File: src/rtl/bcd_arb_pkg.sv
// Package: bcd_arb_pkg
// Shared types and constants for the shared binary->BCD converter arbiter.
//   arb_state_e : arbiter FSM state encoding
//   BCD_NINE    : digit value used to saturate an out-of-range result
//   ADD3        : double-dabble digit correction
//   ADJ_MIN     : digit value at/above which the correction is applied
//   maxdec()    : largest decimal value representable in a given digit count
package bcd_arb_pkg;

  typedef enum logic [1:0] {
    IDLE  = 2'd0,
    SHIFT = 2'd1,
    DONE  = 2'd2
  } arb_state_e;

  localparam logic [3:0] BCD_NINE = 4'd9;
  localparam logic [3:0] ADD3     = 4'd3;
  localparam logic [3:0] ADJ_MIN  = 4'd5;

  function automatic int maxdec(input int digits);
    int r;
    r = 1;
    for (int i = 0; i < digits; i++) r = r * 10;
    return r - 1;
  endfunction

endpackage

File: src/rtl/bcd_dd_core.sv
// Module: bcd_dd_core
// Sequential shift-and-add-3 (double-dabble) binary->BCD converter.
// A start pulse loads the operand and clears the digit accumulator on the same
// edge; the following DATA_W cycles each adjust and shift once. done is high in
// the last shift cycle, so the result in bcd is final from the next cycle on and
// held until the next start.
// Ports:
//   clk, rst_n : clock, async active-low reset
//   start      : load bin and begin a conversion
//   bin        : binary operand
//   done       : high during the final shift cycle
//   bcd        : low DIGITS digits of the result, digit 0 in [3:0]
module bcd_dd_core
  import bcd_arb_pkg::*;
#(
  parameter int DATA_W = 10,
  parameter int DIGITS = 3
) (
  input  logic                  clk,
  input  logic                  rst_n,
  input  logic                  start,
  input  logic [DATA_W-1:0]     bin,
  output logic                  done,
  output logic [4*DIGITS-1:0]   bcd
);

  // One spare digit so the adjust/shift never drops a carry.
  localparam int AW = 4 * (DIGITS + 1);
  localparam int CW = (DATA_W > 1) ? $clog2(DATA_W) : 1;

  logic [AW-1:0]        acc;
  logic [AW-1:0]        adj;
  logic [DATA_W-1:0]    opr;
  logic [CW-1:0]        cnt;
  logic                 run;
  logic                 last;
  logic [AW+DATA_W-1:0] shifted;

  always_comb begin
    adj = acc;
    for (int d = 0; d <= DIGITS; d++) begin
      if (acc[4*d +: 4] >= ADJ_MIN) adj[4*d +: 4] = acc[4*d +: 4] + ADD3;
    end
  end

  assign shifted = {adj, opr} << 1;
  assign last    = (cnt == CW'(DATA_W - 1));
  assign done    = run & last;
  assign bcd     = acc[4*DIGITS-1:0];

  always_ff @(posedge clk or negedge rst_n) begin
    if (!rst_n) begin
      acc <= '0;
      opr <= '0;
      cnt <= '0;
      run <= 1'b0;
    end else if (start) begin
      acc <= '0;
      opr <= bin;
      cnt <= '0;
      run <= 1'b1;
    end else if (run) begin
      {acc, opr} <= shifted;
      cnt        <= last ? '0 : cnt + CW'(1);
      if (last) run <= 1'b0;
    end
  end

endmodule

File: src/rtl/bcd_conv_arbiter.sv
// Module: bcd_conv_arbiter
// Round-robin arbiter sharing one bcd_dd_core among N_REQ requesters. One
// request is accepted in IDLE, converted, and the result held in DONE until the
// downstream takes it.
// Ports:
//   clk, rst_n        : clock, async active-low reset
//   req_valid/ready   : per-requester handshake, req_ready one-hot, IDLE only
//   req_bin           : operands, requester i at [i*DATA_W +: DATA_W]
//   rsp_valid/ready   : result handshake
//   rsp_id            : requester index of the result
//   rsp_bcd           : BCD result, digit 0 in [3:0]
//   rsp_ovf           : operand above 10^DIGITS-1 (saturating build only)
//   busy              : FSM not in IDLE
// Build option: define BCD_SAT_EN to saturate out-of-range results to all nines
// and report rsp_ovf; otherwise the low DIGITS digits are returned, rsp_ovf = 0.
//
// state | meaning
// IDLE  | offering a grant to the first valid requester at/after the pointer
// SHIFT | core converting the accepted operand
// DONE  | result presented, waiting for rsp_ready
module bcd_conv_arbiter
  import bcd_arb_pkg::*;
#(
  parameter int N_REQ  = 4,
  parameter int DATA_W = 10,
  parameter int DIGITS = 3,
  parameter int ID_W   = 2
) (
  input  logic                    clk,
  input  logic                    rst_n,
  input  logic [N_REQ-1:0]        req_valid,
  input  logic [N_REQ*DATA_W-1:0] req_bin,
  output logic [N_REQ-1:0]        req_ready,
  output logic                    rsp_valid,
  input  logic                    rsp_ready,
  output logic [ID_W-1:0]         rsp_id,
  output logic [4*DIGITS-1:0]     rsp_bcd,
  output logic                    rsp_ovf,
  output logic                    busy
);

  arb_state_e            state, state_nxt;
  logic [ID_W-1:0]       ptr;
  logic [N_REQ-1:0]      gnt;
  logic [ID_W-1:0]       gnt_idx;
  logic                  accept;
  logic                  core_done;
  logic [4*DIGITS-1:0]   core_bcd;

  function automatic int wrap_idx(input int base, input int ofs);
    int s;
    s = base + ofs;
    if (s >= N_REQ) s = s - N_REQ;
    return s;
  endfunction

  // First valid requester scanning upward from the pointer, wrapping.
  always_comb begin
    gnt     = '0;
    gnt_idx = '0;
    for (int i = N_REQ - 1; i >= 0; i--) begin
      if (req_valid[wrap_idx(int'(ptr), i)]) begin
        gnt     = '0;
        gnt[wrap_idx(int'(ptr), i)] = 1'b1;
        gnt_idx = ID_W'(wrap_idx(int'(ptr), i));
      end
    end
  end

  // Gated by rst_n so no grant is offered while reset is held.
  assign req_ready = (state == IDLE && rst_n) ? gnt : '0;
  assign accept    = (state == IDLE) && (gnt != '0);
  assign rsp_valid = (state == DONE);
  assign busy      = (state != IDLE);

  always_comb begin
    state_nxt = state;
    case (state)
      IDLE:    if (accept)    state_nxt = SHIFT;
      SHIFT:   if (core_done) state_nxt = DONE;
      DONE:    if (rsp_ready) state_nxt = IDLE;
      default:                state_nxt = IDLE;
    endcase
  end

  always_ff @(posedge clk or negedge rst_n) begin
    if (!rst_n) begin
      state  <= IDLE;
      ptr    <= '0;
      rsp_id <= '0;
    end else begin
      state <= state_nxt;
      if (accept) begin
        rsp_id <= gnt_idx;
        ptr    <= (gnt_idx == ID_W'(N_REQ - 1)) ? '0 : gnt_idx + ID_W'(1);
      end
    end
  end

  bcd_dd_core #(
    .DATA_W (DATA_W),
    .DIGITS (DIGITS)
  ) u_core (
    .clk   (clk),
    .rst_n (rst_n),
    .start (accept),
    .bin   (req_bin[int'(gnt_idx)*DATA_W +: DATA_W]),
    .done  (core_done),
    .bcd   (core_bcd)
  );

`ifdef BCD_SAT_EN
  logic [DATA_W-1:0] op_q;
  logic              ovf;

  always_ff @(posedge clk or negedge rst_n) begin
    if (!rst_n)      op_q <= '0;
    else if (accept) op_q <= req_bin[int'(gnt_idx)*DATA_W +: DATA_W];
  end

  assign ovf     = (int'(op_q) > maxdec(DIGITS));
  assign rsp_ovf = ovf;
  assign rsp_bcd = ovf ? {DIGITS{BCD_NINE}} : core_bcd;
`else
  assign rsp_ovf = 1'b0;
  assign rsp_bcd = core_bcd;
`endif

endmodule
File: config.mk
export PLATFORM = sky130hd
export DESIGN_NAME = bcd_conv_arbiter
export DESIGN_NICKNAME = d
export VERILOG_FILES = /design/src/rtl/bcd_arb_pkg.sv /design/src/rtl/bcd_dd_core.sv /design/src/rtl/bcd_conv_arbiter.sv
export SDC_FILE = /design/constraint.sdc
export NUM_CORES = 1
export LEC_CHECK = 0
export CORE_UTILIZATION = 55
export CTS_BUF_LIST = sky130_fd_sc_hd__clkbuf_8
export CTS_CLUSTER_DIAMETER = 150
export CTS_CLUSTER_SIZE = 8
export DETAILED_ROUTE_END_ITERATION = 6
export DONT_BUFFER_PORTS = 1
export GPL_ROUTABILITY_DRIVEN = 0
export PLACE_DENSITY = 0.68
export SETUP_SLACK_MARGIN = 0.02
export SLEW_MARGIN = 15
export SYNTH_ARGS = -nofsm -noshare
export SYNTH_HDL_FRONTEND = slang
export SYNTH_SLANG_ARGS = --single-unit
export TNS_END_PERCENT = 30
File: constraint.sdc
create_clock -name clk -period 4 [get_ports clk]
set_input_delay 0.6 -clock clk [delete_from_list [all_inputs] [get_ports clk]]
set_output_delay 0.6 -clock clk [all_outputs]
set_load 0.02 [all_outputs]
==> metrics, run 1 <==
Cell Pwr Density 902 nW/µm²; DP Worst Slack approximately 750 ps; Async S/R FF share, synth between 90% and 100%; CP startpoint kind register; setup TNS 0 ps; worst ir drop on vdd 0.425 mV; sequential share of the synthesized area 32.0%; placed cell count 292; EDFF count, synth 0; required time worst endpoint 3400 ps; pin count of the biggest net entering global routing 34; area occupied by multi-input gates 1610 µm²; die height roughly 70 µm; Clock H-tree levels 2; Num CTS Buffers 5; R2R cell count 9; die width 70.5 µm; Max Slew Vio Count 0; Rel. slew slack 33.6%; syn_area_per_cell 10.4 µm²; Setup Skew 6.52 ps; DR top layer met4; final setup vio count 0; Yosys top cell by area dfrtp_1; number of port buffers 0; CTS Root Cell clkbuf_8; # diodes 0; CORE AREA 4410 µm²; Worst-Margin Slew 997 ps; worst setup margin between 600 and 700 ps; gr ovfl total 0; Final Routed Wirelength 4510 µm; Post-CTS Repair Setup Buffers 0; clock tree buffer depth 2; most common cell after layout, fill and taps aside dfrtp_1; commonest cells after routing, fill and taps aside dfrtp_1, nor2_1, a21oi_1, ha_1, o21ai_0; min Tclk post-route 3350 ps; Initial Utilization 58.4%; Yosys top cell area share 32.0%; FP Rows 24; antenna violations before repair 0; CTS tree yes; fraction of layout cells with a size suffix above 1 21.7%; drt pass-1 iters 4; final period utilization 83.8%; DRC Markers 0; kind of critical path register to output pin; setup repair after global routing missed its margin false; hold slack 133 ps; Synth Instances 248; status finished, final reports clean; Routed wire per std cell 15.0 µm; reg2reg setup slack around 770 ps; dominant cells by area after synthesis dfrtp_1, mux4_2, ha_1, mux2_4, mux2_2; Worst Hold Class input pin to async pin; first-pass GRT wire length 7700 µm; DRT antenna net count 0; overall track demand over capacity in global routing between 10% and 20%; Main synth FF type dfrtp_1; Post-DP HPWL around 3300 µm; Critical Path End req_ready[0]; die area 4960 µm²; Worst Path Arrival between 2000 and 3000 ps; vias per cell between 6 and 7; Synth warnings 0; hold_buf cts 1; Final Hold Viols 0; syn_nets 311; final layout net count approximately 310; post-route insts no fill between 300 and 400; P&R area growth vs syn 5.68%; routed wl met3 377 µm; routed vias 1,870; Reg2Reg Capture Point u_core.opr[9]$_DFFE_PN0P_; Reg area ~830 µm²; WL met1 1940 µm; met2 wire length 2160 µm; Yosys cell types 47; post-synth design cell area 2580 µm²; Clk Latency, worst-skew pair between 200 and 300 ps; Synth Register Bits 33; Crit. End Element output pin; Starting DRT DRC Count between 70 and 80; fmax 298 MHz; r2r startpoint ptr[1]$_DFFE_PN0P_; vias in the first global route 1,791; Critical Path Fanout Max 12; post_cts resized 0; Filler cells 375; clock-pin slew on the worst setup and hold paths 70 ps; CP Launch Point ptr[1]$_DFFE_PN0P_; P_leak 1.17 nW; IO Count 68; Max-Cap Viols 0; clock sinks 33
==> state kept, by name, summed over array words and instances, names as in the netlist <==
register    flops
u_core.run      1
ptr             2
u_core.cnt      4
state           2
u_core.acc     12
u_core.opr     10
rsp_id          2
==> power by group <==
| part | total (W) | internal (W) | switching, W |
|---|---|---|---|
| combinational | 0.00145 | 0.000729 | 0.000720 |
| sequential | 0.000732 | 0.000483 | 0.000249 |
| clock | 0.000277 | 0.000155 | 0.000121 |
| total | 0.00246 | 0.00137 | 0.00109 |
==> worst max-delay path: stages (launching register included) <==
cell      delay, ps
dfrtp_1         340
inv_1           120
ha_1            410
mux4_2          660
nand3b_1        210
a21boi_0        190
a31oi_1         120
nor2_1          400
==> cell usage after synthesis (3+ instances only) <==
cell       n
dfrtp_1   33
nor2_1    24
a21oi_1   19
ha_1      16
o21ai_0   15
nand2_1   14
inv_1     12
mux2_2    11
mux2_4    10
mux4_2    10
nand2b_1   9
nand3b_1   7
clkbuf_1   5
a31oi_1    4
buf_6      4
mux2i_1    4
a21boi_0   3
buf_4      3
mux4_1     3
nand3_1    3
nor3b_1    3
xnor2_1    3
==> layer usage <==
layer  vias up  track usage [%]
met2        80             31.3
met3         4             6.78
met5         -                0
li1        897                -
met1       889             25.7
met4         0             4.00
==> final cells by class <==
| class | instances | share of cell area, % |
|---|---|---|
| timing repair buffer | 7 | 2.39 |
| clock inverter | 1 | 0.184 |
| sequential | 33 | 30.3 |
| inverter | 14 | 1.93 |
| tap | 52 | 2.39 |
| multi-input combinational | 187 | 59.3 |
| clock buffer | 7 | 3.54 |
==> kinds of logic after synthesis <==
| family | after synthesis | share of synthesized area (%) |
|---|---|---|
| and+or+nand+nor | 70 | 14.4 |
| AOI/OAI and AO/OA | 57 | 14.2 |
| muxes | 38 | 24.0 |
| DFF | 33 | 32.0 |
| buffers and inverters | 28 | 5.78 |
| adders and majority gates | 16 | 7.77 |
| xor gates and xnor gates | 5 | 1.70 |
| other | 1 | 0.145 |
==> worst min path at each step <==
stage	start	end	slack, ps	depth (start not counted)
floorplan	rst_n	ptr[0]$_DFFE_PN0P_	300	0
global placement	rst_n	state[1]$_DFFE_PN0P_	310	0
detailed placement	rst_n	state[1]$_DFFE_PN0P_	310	0
CTS	rst_n	u_core.acc[1]$_DFFE_PN0P_	130	1
global route	rst_n	u_core.acc[7]$_DFFE_PN0P_	140	1
finish	rst_n	u_core.acc[7]$_DFFE_PN0P_	130	1
==> stage by stage <==
stage	utilization [%]	total power (W)	instance area, µm²
6_report	61.7	0.00246	2720
5_1_grt	61.7	0.00269	2720
4_1_cts	61.7	0.00249	2720
3_5_place_dp	59.0	0.00219	2600
3_3_place_gp	59.0	0.00216	2600
2_1_floorplan	-	0.00196	2580
Power figures use the tool's default switching activity.
==> run 2, diff against run 1 <==
Clock period 4 ns to 3.2 ns, I/O delays scaled along.
==> run 2 against run 1 <==
  * Via count increased by 2.4%
  * Utilization increased by 3.9 points
  * Cell area increased by 6.2%
  * Non-clock buffer count increased by 8
  * Global-route usage increased by 1.6 points
  * Sequential share of layout area decreased by 1.7 points
  * Die area unchanged
  * Register-to-register slack got worse by 560 ps
  * Routed wire length increased by 13%
  * Highest routed layer unchanged
==> metrics, run 2 (synthesized netlist as in run 1, its figures left out) <==
R2R cell count 10 (+1); WL met1 2280 µm (+17%); final period utilization roughly 94%; vias in the first global route 1,755 (-2.0%); fmax around 330 MHz; DRT antenna net count 0 (unchanged); worst ir drop on vdd 0.529 mV (+24%); Starting DRT DRC Count 124 (+70%); Critical Path End req_ready[2]; drt pass-1 iters 4 (unchanged); clock tree buffer depth 2 (unchanged); r2r startpoint ptr[1]$_DFFE_PN0P_; IO Count 68 (unchanged); die height 70.5 µm (unchanged); CP peak stage delay 630 ps (-30 ps); Top cell by count, worst path buf_4; max reg flops 12 (unchanged); DRC Markers 0 (unchanged); Max Slew Vio Count 0 (unchanged); P_leak 1.25 nW (+6.1%); die area 4960 µm² (unchanged); fraction of layout cells with a size suffix above 1 25.6% (+3.9 points); commonest cells after routing, fill and taps aside dfrtp_1, nor2_1, a21oi_1, o21ai_0, ha_1; CP Launch Point ptr[0]$_DFFE_PN0P_; Post-DP HPWL 3470 µm (+4.1%); Pwr Total 0.00340 W (+38%); FP Rows 24 (unchanged); Crit. End Element output pin; die width 70.5 µm (unchanged); routed vias 1,914 (+2.4%); pin count of the biggest net entering global routing 34 (unchanged); gr ovfl total 0 (unchanged); clock share of power 12.0% (+0.7 points); CORE AREA 4410 µm² (unchanged); Final Hold Viols 0 (unchanged); min Tclk post-route 3020 ps; Net Sw Power 0.00148 W (+36%); DR top layer met4; hold slack 11.0 ps (-122 ps); clock-pin slew on the worst setup and hold paths 70 ps (about the same); Sequential Power Share 26.4% (-3.4 points); CTS Root Cell clkbuf_8; dpl cell area 2670 µm² (+2.5%); Final Routed Wirelength 5100 µm (+13%); met2 wire length 2410 µm (+12%); CTS tree yes; Setup Skew 7.73 ps (+1.22 ps); required time worst endpoint 2720 ps (-680 ps); Largest regs u_core.acc: 12 flops, u_core.opr: 10 flops, u_core.cnt: 4 flops; status finished, final reports clean; Cell Pwr Density 1170 nW/µm² (+30%); first-pass GRT wire length 8290 µm (+7.6%); Num CTS Buffers 5 (unchanged); routed wl met3 347 µm (-8.0%); Max-Cap Viols 0 (unchanged); clock sinks 33 (unchanged); antenna violations before repair 0 (unchanged); P&R area growth vs syn 12.3%; Pint 0.00192 W (+40%); Reg area 827 µm² (+0.15%); Comb pwr share 61.6% (+2.7 points); sw frac 43.6% (-0.73 points); Initial Utilization 58.4% (unchanged); area occupied by multi-input gates 1680 µm² (+4.3%); CP cell instances buf_4 -> mux4_2 -> a311oi_4 -> a31oi_1 -> nor2_1 -> buf_4; Clock H-tree levels 2 (unchanged); setup TNS 0 ps (unchanged); Critical Path Fanout Max 16 (+4); final setup vio count 0 (unchanged); setup repair after global routing missed its margin false; overall track demand over capacity in global routing 21.1% (+1.6 points); Worst Hold Class input pin to async pin; Filler cells 363 (-3.2%); reg2reg setup slack 210 ps (-560 ps); most common cell after layout, fill and taps aside dfrtp_1; Design Area, Final 2890 µm² (+6.2%); Top reg by flops u_core.acc; CP startpoint kind register; Routed wire per std cell 16.4 µm (+9.9%); Worst Path Arrival 2540 ps (-210 ps); slowest CP cell mux4_2; final layout net count 320 (+2.9%); # diodes 0 (unchanged); Reg2Reg Capture Point u_core.opr[1]$_DFFE_PN0P_; kind of critical path register to output pin; Clk Latency, worst-skew pair 290 ps (about the same); vias per cell 6.17 (-0.62%); number of port buffers 0 (unchanged)
-- run 2: how the worst min path moves through the flow --
stage                                       endpoint  slack, ps  depth (start not counted)
after global routing       u_core.acc[8]$_DFFE_PN0P_         20                          1
after global placement    u_core.acc[11]$_DFFE_PN0P_        190                          0
after detailed placement  u_core.acc[11]$_DFFE_PN0P_        190                          0
after CTS                  u_core.acc[8]$_DFFE_PN0P_         20                          1
final                      u_core.acc[8]$_DFFE_PN0P_         10                          1
after floorplan                   ptr[0]$_DFFE_PN0P_        180                          0
-- run 2: metrics by stage --
stage	worst slack, ps	std cells	utilization (%)
floorplan	29.4	248	-
global placement	254	299	60.5
detailed placement	198	299	60.5
CTS	49.6	308	63.5
global route	73.0	310	65.6
finish	180	310	65.6
-- run 2: layer usage --
layer / vias up / GRT usage [%]
met2: 74 / 33.0
li1: 920 / -
met1: 913 / 28.9
met5: - / 0
met4: 0 / 6.67
met3: 7 / 5.19
-- run 2: what timing repair did --
| item | CTS | global route |
|---|---|---|
| setup endpoints to repair | 0 | 4 |
| endpoints found under the hold margin | 33 | 0 |
| setup buffers | 0 | 1 |
| gates resized for setup | 0 | 6 |
| hold buffers | 1 | 0 |
-- run 2: power groups by stage --
stage,clock network [W],registers [W],logic (W)
global route,0.000434,0.000930,0.00231
global placement,0,0.000894,0.00186
floorplan,0,0.000855,0.00160
finish,0.000407,0.000897,0.00209
CTS,0.000412,0.000896,0.00195
detailed placement,0,0.000901,0.00191
-- run 2: critical path, delay by kind of cell, from the launching register on --
kind | cells | cell delay [ps]
AO/OA/AOI/OAI | 2 | 690
multiplexers | 1 | 630
buffers and inverters | 2 | 400
flip-flops | 1 | 370
AND/OR/NAND/NOR | 1 | 160
-- run 2: cell type report --
type                    instances  share of cell area [%]
clock buffers                   6                    2.85
clock inverters                 2                    1.17
inverters                      14                    1.82
multi-input cells             188                    58.1
flip-flops and latches         33                    28.6
well taps                      52                    2.25
repair buffers                 15                    5.19
